[config.mk]
export PLATFORM = sky130hd
export DESIGN_NAME = serial_byte_deserializer
export DESIGN_NICKNAME = d
export VERILOG_FILES = /design/src/rtl/serial_byte_deserializer_pkg.sv /design/src/rtl/serial_byte_deserializer_byte_holding_reg.sv /design/src/rtl/serial_byte_deserializer.sv
export SDC_FILE = /design/constraint.sdc
export NUM_CORES = 1
export LEC_CHECK = 0
export ABC_AREA = 1
export CAP_MARGIN = 20
export CELL_PAD_IN_SITES_DETAIL_PLACEMENT = 0
export CELL_PAD_IN_SITES_GLOBAL_PLACEMENT = 1
export CORE_MARGIN = 4
export CORE_UTILIZATION = 38
export CTS_CLUSTER_SIZE = 40
export DETAILED_ROUTE_END_ITERATION = 10
export GPL_ROUTABILITY_DRIVEN = 0
export HOLD_SLACK_MARGIN = 0.03
export PLACE_DENSITY_LB_ADDON = 0.1
export SYNTH_ARGS = -nofsm -noshare
export SYNTH_HDL_FRONTEND = slang
export SYNTH_SLANG_ARGS = --single-unit
[constraint.sdc]
create_clock -name clk -period 1.9 [get_ports clk]
set_input_delay 0.38 -clock clk [delete_from_list [all_inputs] [get_ports clk]]
set_output_delay 0.38 -clock clk [all_outputs]
set_load 0.01 [all_outputs]
[src/rtl/serial_byte_deserializer_pkg.sv]
// Shared constants and small helpers for the serial byte deserializer.
package serial_byte_deserializer_pkg;

  localparam int BYTE_W = 8;
  localparam int CNT_W  = 3;

  // Bit-order encodings for the MSB_FIRST parameter.
  localparam logic BIT_ORDER_LSB_FIRST = 1'b0;
  localparam logic BIT_ORDER_MSB_FIRST = 1'b1;

  // Count value of the last bit of a byte.
  localparam logic [CNT_W-1:0] CNT_LAST = 3'd7;

  // Two-input OR gate primitive used for the any-bit accumulate step.
  function automatic logic or_gate(input logic a, input logic b);
    return a | b;
  endfunction

  // Shift one serial bit into the assembly register in the selected order.
  function automatic logic [BYTE_W-1:0] shift_in(input logic              msb_first,
                                                 input logic [BYTE_W-1:0] cur,
                                                 input logic              b);
    logic [BYTE_W-1:0] nxt;
    if (msb_first) begin
      nxt = {cur[BYTE_W-2:0], b};
    end else begin
      nxt = {b, cur[BYTE_W-1:1]};
    end
    return nxt;
  endfunction

endpackage

[src/rtl/serial_byte_deserializer_byte_holding_reg.sv]
// Output holding register: loads completed bytes, drops them when full and
// unconsumed (raising a sticky overrun flag), and clears valid on consume.
module byte_holding_reg
  import serial_byte_deserializer_pkg::*;
(
  input  logic              clk,
  input  logic              rst,
  input  logic              load_req,
  input  logic [BYTE_W-1:0] load_data,
  input  logic              load_any,
  input  logic              out_ready,
  output logic [BYTE_W-1:0] out_data,
  output logic              out_valid,
  output logic              out_any,
  output logic              overrun
);

  logic [BYTE_W-1:0] data_q, data_d;
  logic              valid_q, valid_d;
  logic              any_q, any_d;
  logic              overrun_q, overrun_d;
  logic              can_load_s;

  // Next-state for load, drop-with-overrun and consume.
  always_comb begin
    data_d     = data_q;
    valid_d    = valid_q;
    any_d      = any_q;
    overrun_d  = overrun_q;
    can_load_s = (!valid_q) || out_ready;
    if (load_req) begin
      if (can_load_s) begin
        data_d  = load_data;
        any_d   = load_any;
        valid_d = 1'b1;
      end else begin
        overrun_d = 1'b1;
      end
    end else if (valid_q && out_ready) begin
      valid_d = 1'b0;
    end else begin
      valid_d = valid_q;
    end
  end

  // Holding register state with asynchronous reset.
  always_ff @(posedge clk or posedge rst) begin
    if (rst) begin
      data_q    <= {BYTE_W{1'b0}};
      valid_q   <= 1'b0;
      any_q     <= 1'b0;
      overrun_q <= 1'b0;
    end else begin
      data_q    <= data_d;
      valid_q   <= valid_d;
      any_q     <= any_d;
      overrun_q <= overrun_d;
    end
  end

  assign out_data  = data_q;
  assign out_valid = valid_q;
  assign out_any   = any_q;
  assign overrun   = overrun_q;

endmodule

[src/rtl/serial_byte_deserializer.sv]
// Bit-serial to byte converter with valid/ready output and a running
// any-bit-set flag accumulated as the bits arrive.
module serial_byte_deserializer
  import serial_byte_deserializer_pkg::*;
#(
  parameter logic MSB_FIRST  = BIT_ORDER_LSB_FIRST,
  parameter logic IDLE_CLEAR = 1'b1
) (
  input  logic              clk,
  input  logic              rst,
  input  logic              frame_start,
  input  logic              bit_in,
  input  logic              bit_valid,
  input  logic              out_ready,
  output logic [BYTE_W-1:0] out_data,
  output logic              out_valid,
  output logic              out_any,
  output logic              busy,
  output logic              overrun
);

  logic [BYTE_W-1:0] shift_q, shift_d;
  logic [CNT_W-1:0]  bit_cnt_q, bit_cnt_d;
  logic              any_acc_q, any_acc_d;
  logic              busy_q, busy_d;

  logic [CNT_W-1:0]  cnt_base_s;
  logic              acc_base_s;
  logic              complete_s;
  logic [BYTE_W-1:0] comp_byte_s;
  logic              comp_any_s;

  // Shift/count/accumulate next-state; frame_start rebases the count before
  // the current bit is applied so a coincident bit becomes bit 0.
  always_comb begin
    cnt_base_s = bit_cnt_q;
    acc_base_s = any_acc_q;
    if (frame_start) begin
      cnt_base_s = {CNT_W{1'b0}};
      if (IDLE_CLEAR || (bit_cnt_q != {CNT_W{1'b0}})) begin
        acc_base_s = 1'b0;
      end else begin
        acc_base_s = any_acc_q;
      end
    end else begin
      cnt_base_s = bit_cnt_q;
    end

    comp_byte_s = shift_in(MSB_FIRST, shift_q, bit_in);
    comp_any_s  = or_gate(acc_base_s, bit_in);

    shift_d    = shift_q;
    bit_cnt_d  = cnt_base_s;
    any_acc_d  = acc_base_s;
    complete_s = 1'b0;
    if (bit_valid) begin
      shift_d   = comp_byte_s;
      bit_cnt_d = cnt_base_s + 3'd1;
      if (cnt_base_s == CNT_LAST) begin
        complete_s = 1'b1;
        any_acc_d  = 1'b0;
      end else begin
        any_acc_d = comp_any_s;
      end
    end else begin
      shift_d = shift_q;
    end

    busy_d = (bit_cnt_d != {CNT_W{1'b0}});
  end

  // Collection state with asynchronous reset.
  always_ff @(posedge clk or posedge rst) begin
    if (rst) begin
      shift_q   <= {BYTE_W{1'b0}};
      bit_cnt_q <= {CNT_W{1'b0}};
      any_acc_q <= 1'b0;
      busy_q    <= 1'b0;
    end else begin
      shift_q   <= shift_d;
      bit_cnt_q <= bit_cnt_d;
      any_acc_q <= any_acc_d;
      busy_q    <= busy_d;
    end
  end

  assign busy = busy_q;

  byte_holding_reg u_hold (
    .clk       (clk),
    .rst       (rst),
    .load_req  (complete_s),
    .load_data (comp_byte_s),
    .load_any  (comp_any_s),
    .out_ready (out_ready),
    .out_data  (out_data),
    .out_valid (out_valid),
    .out_any   (out_any),
    .overrun   (overrun)
  );

endmodule

==> impl_metrics.csv, run 1 <==
group,metric,value,unit
status,status,"complete, no violations",
cts,htree_num_levels,1,
run,max_cap_viol_count,0,
cts,cts_inserted_buffers,3,
sta,fmaxAchievable,609,MHz
grt,antenna_found_initial,0,
sta,finalHoldViolations,0,
finish,antenna-diode-count,0,
routing,routedWlPerCell,10.4,um
worst_setup_path,start_kind,"input port",
synth,yosys_warnings,0,
worst_setup_path,critPathArrivalTime,1.89,ns
synth,syn-num-nets,109,
sta,fin_skew,0.00750,ns
floorplan,die_y,58.7,um
finish,area_growth,27.4,%
routing,viasPerCell,4.37,
grt,grt_pass1_wl,2830,um
worst_setup_path,reg2regPathDepth,9,
routing,vias,686,
pwr,p_per_area,781,nW/um2
sta,setup-violations-final,0,
cts,hold_buffers,0,
grt,grt_pass1_vias,642,
floorplan,die_x,58.7,um
synth,synth_area,977,um2
worst_setup_path,r2r_end,"u_hold.out_data[2]",
grt,grt_use_total,11.0,%
finish,final_cells,157,
worst_setup_path,critPathLaunch,"frame_start",
synth,netlist-cell-type-count,14,
worst_setup_path,critPathCapture,"u_hold.out_data[2]",
finish,fillCellCount,235,
min_path,hp-class,"in -> async",
floorplan,die-area,3450,um2
floorplan,start_util,39.8,%
worst_setup_path,cp-end-kind,"register",
placement,place_hpwl,1180,um
routing,drc,0,
routing,dr.first_iter.drc_count,19,
sta,tightest_slew,0.293,ns
worst_setup_path,path_class,"in -> reg",
cts,clock-sinks,23,
synth,synth_seq_cells,23,
sta,relSlewSlack,80.4,%
worst_setup_path,cp.required,2.15,ns
worst_setup_path,ff2ff_setup_slack,0.42,ns
finish,final_area,1240,um2
routing,dr.pass1.iters,4,
grt,grt_start_max_net_pins,24,
cts,clk_latency,0.31,ns
cts,clk_pin_slew,0.13,ns
sta,rsz0062_at_grt,"no",
sta,finalCritPeriodShare,86.4,%
cts,cts_setup_buffers,0,
finish,finish.utilization,50.7,%
synth,yosysSeqAreaShare,58.9,%
grt,gr-total-overflow,0,
sta,min_period,1.64,ns
placement,io_buffers,17,
sta,final-max-slew-violation-count,0,
routing,drt_wl_total,1630,um
cts,cts-root-buf,"clkbuf_4",
cts,cts_resized,0,
floorplan,core_region_area,2450,um2
pwr,power,973,uW
floorplan,fp-row-count,18,
cts,cts_buffer_depth,2,
worst_setup_path,r2r_start,"bit_cnt_q[0]",
placement,postPlaceCellArea,1220,um2
cts,cts_tree,"done",
synth,avgSynthCellArea,9.68,um2
finish,drive_gt1_share,17.3,%
finish,fin_nets,136,
worst_setup_path,path_max_fanout,17,
placement,dp.cells,153,
synth,syn_inst,101,
pwr,p_leak,0.000653,uW
pwr,ir_worst_vdd,0.543,mV
routing,route.antenna.remaining_nets,0,
floorplan,ioPinCount,18,
logic make-up after synthesis:
kind of cell / count (synthesis) / synth area share [%]
compound gates: 18 / 12.2
fa+ha+maj: 2 / 2.56
buf+inv: 22 / 10.4
flops: 23 / 58.9
simple gates: 36 / 16.0
how the worst min path moves through the flow:
stage	start	end	slack, ns	depth (start not counted)
6_report	rst	u_hold.out_data[3]	0.39	3
5_1_grt	rst	u_hold.out_data[2]	0.40	3
4_1_cts	rst	u_hold.out_data[2]	0.39	3
3_5_place_dp	u_hold.out_data[7]	u_hold.out_data[7]	0.46	2
3_3_place_gp	u_hold.overrun	u_hold.overrun	0.46	1
2_1_floorplan	rst	any_acc_q	0.38	1
area by class of cell:
type	instances	area (um2)	share of cell area, %
sequential	23	576	46.2
inverter	19	73.8	5.93
clock inverter	1	5.00	0.402
timing repair buffer	25	230	18.5
multi-input combinational	56	300	24.1
tap	30	37.5	3.02
clock buffer	3	22.5	1.81
where the power goes:
group          internal [uW]  switching [uW]  total (uW)
logic                   91.9            90.6         183
clock network           78.5             148         226
registers                541            23.2         564
metal layers:
| metal | track usage [%] | vias to the layer above | wire [um] |
|---|---|---|---|
| met3 | 2.41 | 2 | 94 |
| met1 | 15.7 | 311 | 820 |
| li1 | - | 361 | - |
| met2 | 15.6 | 12 | 701 |
| met4 | 5.83 | 0 | 15 |
| met5 | 0 | - | 0 |
cell usage after synthesis:
library cell | instances | area share, %
nand2_1 | 30 | 12
dfrtp_1 | 23 | 59
inv_1 | 18 | 6.9
o21ai_0 | 8 | 4.1
o21ai_2 | 7 | 6.3
nand3_1 | 3 | 1.5
a21oi_1 | 2 | 1.0
buf_6 | 2 | 2.3
ha_1 | 2 | 2.6
nand2_4 | 2 | 2.3
buf_2 | 1 | 0.51
inv_4 | 1 | 0.64
o21bai_1 | 1 | 0.77
or2_1 | 1 | 0.64
sequential cells by signal, indices dropped and copies added (netlist names):
name              count
shift_q               7
busy                  1
u_hold.overrun        1
any_acc_q             1
u_hold.out_any        1
u_hold.out_data       8
bit_cnt_q             3
u_hold.out_valid      1
placed cells by master, fill, tap and decap left out, types with 2 or more instances in the layout:
| cell | n |
|---|---|
| a21oi_1 | 2 |
| buf_4 | 8 |
| clkbuf_4 | 3 |
| clkdlybuf4s50_1 | 17 |
| dfrtp_1 | 23 |
| ha_1 | 2 |
| inv_1 | 18 |
| nand2_1 | 30 |
| nand2_4 | 2 |
| nand3_1 | 3 |
| o21ai_0 | 8 |
| o21ai_2 | 7 |
worst max-delay path: stages:
cell,delay [ns]
clkdlybuf4s50_1,0.45
inv_1,0.06
nand2_1,0.07
inv_1,0.04
ha_1,0.19
ha_1,0.23
nand2_4,0.09
inv_4,0.04
nand2_4,0.17
nand2_1,0.10
o21ai_2,0.07
through the flow:
stage	worst slack, ns	setup TNS, ns	hold WS (ns)
after global routing	0.124	0	0.403
after detailed placement	-0.0757	-0.488	0.465
final	0.259	0	0.389
after global placement	-0.0542	-0.315	0.457
after floorplan	0.412	0	0.382
after CTS	0.242	0	0.387
No activity file was read; power rests on OpenSTA's default activity.
==> inputs of run 2 (changes only) <==
CORE_UTILIZATION = 25   (was 38)
==> impl_metrics.csv, run 2 (synthesis gave the netlist of run 1 again) <==
group,metric,value,unit
status,status,"complete, no violations",
finish,drive_gt1_share,16.7,%
grt,antenna_found_initial,0,
worst_setup_path,path_cells,"clkdlybuf4s50_1, inv_1, nand2_1, inv_1, ha_1, ha_1, nand2_4, inv_4, nand2_4, o21ai_0",
sta,finalHoldViolations,0,
sta,relSlewSlack,80.0,%
routing,viasPerCell,3.80,
pwr,p_leak,0.000656,uW
placement,place_hpwl,1300,um
routing,dr.pass1.iters,4,
finish,largest_reg_flops,8,
cts,cts-root-buf,"clkbuf_8",
placement,dp.cells,170,
finish,final_cells,174,
pwr,ir_worst_vdd,0.514,mV
worst_setup_path,critPathArrivalTime,1.85,ns
sta,final.setup.tns,0,ns
floorplan,die_y,70.5,um
min_path,hp-class,"in -> async",
worst_setup_path,critPathCapture,"u_hold.out_any",
worst_setup_path,cp-end-kind,"register",
pwr,p_per_area,817,nW/um2
cts,cts_tree,"done",
floorplan,start_util,26.3,%
worst_setup_path,slowest_stage,"clkdlybuf4s50_1",
floorplan,core_region_area,3720,um2
routing,routedWlPerCell,10.3,um
worst_setup_path,ff2ff_setup_slack,0.43,ns
placement,io_buffers,17,
sta,fmaxAchievable,585,MHz
sta,tightest_slew,0.300,ns
cts,clock-sinks,23,
finish,antenna-diode-count,0,
routing,drc,0,
sta,final-max-slew-violation-count,0,
routing,drt_wl_total,1790,um
worst_setup_path,r2r_end,"u_hold.out_any",
routing,dr.first_iter.drc_count,23,
finish,fin_nets,135,
finish,layout_common_cells,"nand2_1, dfrtp_1, inv_1, clkdlybuf4s50_1, o21ai_0",
cts,hold_buffers,0,
finish,final_area,1280,um2
cts,clk_pin_slew,0.08,ns
worst_setup_path,critPathLaunch,"frame_start",
grt,gr-total-overflow,0,
finish,area_growth,30.9,%
floorplan,fp-row-count,22,
worst_setup_path,path_class,"in -> reg",
finish,layout_commonest_cell,"nand2_1",
worst_setup_path,start_kind,"input port",
sta,min_period,1.71,ns
floorplan,die-area,4970,um2
sta,finalCritPeriodShare,90.0,%
placement,postPlaceCellArea,1230,um2
worst_setup_path,reg2regPathDepth,8,
cts,cts_buffer_depth,2,
sta,fin_skew,0.00239,ns
grt,grt_start_max_net_pins,24,
sta,setup-violations-final,0,
sta,rsz0062_at_grt,"no",
cts,cts_setup_buffers,0,
worst_setup_path,r2r_start,"bit_cnt_q[0]",
worst_setup_path,slowest_delay,0.45,ns
worst_setup_path,cp.required,2.04,ns
routing,vias,661,
cts,htree_num_levels,1,
cts,cts_resized,0,
routing,route.antenna.remaining_nets,0,
run,max_cap_viol_count,0,
grt,grt_pass1_vias,668,
cts,cts_inserted_buffers,3,
grt,grt_use_total,8.06,%
cts,clk_latency,0.26,ns
worst_setup_path,path_max_fanout,17,
floorplan,ioPinCount,18,
grt,grt_pass1_wl,3130,um
floorplan,die_x,70.5,um
-- run 2: changes by cell type in the layout (fill, tap and decap cells not counted), sizes merged --
cell  delta
buf      -1
-- run 2: routing by layer --
metal	wire, um	GRT usage (%)	share of wire [%]	up-vias
met1	858	10.1	48	288
li1	-	-	-	357
met5	0	0	0	-
met4	24	3.19	1.3	0
met3	118	3.60	6.6	2
met2	790	12.2	44	14
-- run 2: report_power, final --
group	total [uW]	switching (uW)	internal, uW
Combinational	178	88.6	89.6
Sequential	566	24.4	541
Clock	300	154	146
Total	1040	267	777
-- run 2: layout make-up --
type                            instances  area, um2
Sequential cell                        23        576
Tap cell                               48       60.1
Inverter                               19       73.8
Clock inverter                          1       5.00
Timing Repair Buffer                   24        223
Clock buffer                            3       41.3
Multi-Input combinational cell         56        300
Fill cell                             397       2440
-- run 2: worst min-delay path by stage --
stage | from | end | slack [ns]
after floorplan | rst | any_acc_q | 0.38
after global routing | rst | u_hold.out_any | 0.47
final | rst | u_hold.out_data[2] | 0.45
after global placement | u_hold.out_data[7] | u_hold.out_data[7] | 0.46
after detailed placement | u_hold.overrun | u_hold.overrun | 0.47
after CTS | rst | u_hold.out_any | 0.45
-- run 2: critical path: cells and delay by family --
| family | cells | cell delay [ns] |
|---|---|---|
| simple gates | 3 | 0.33 |
| compound gates | 1 | 0.12 |
| buf+inv | 4 | 0.60 |
| fa+ha+maj | 2 | 0.41 |
-- run 2: metrics by stage --
stage	utilization [%]	hold WS, ns	worst slack [ns]	power (uW)
floorplan	-	0.382	0.412	671
global placement	33.2	0.456	-0.0903	757
detailed placement	33.2	0.466	-0.117	759
CTS	34.4	0.452	0.175	1070
global route	34.4	0.472	0.0696	1110
finish	34.4	0.446	0.190	1040
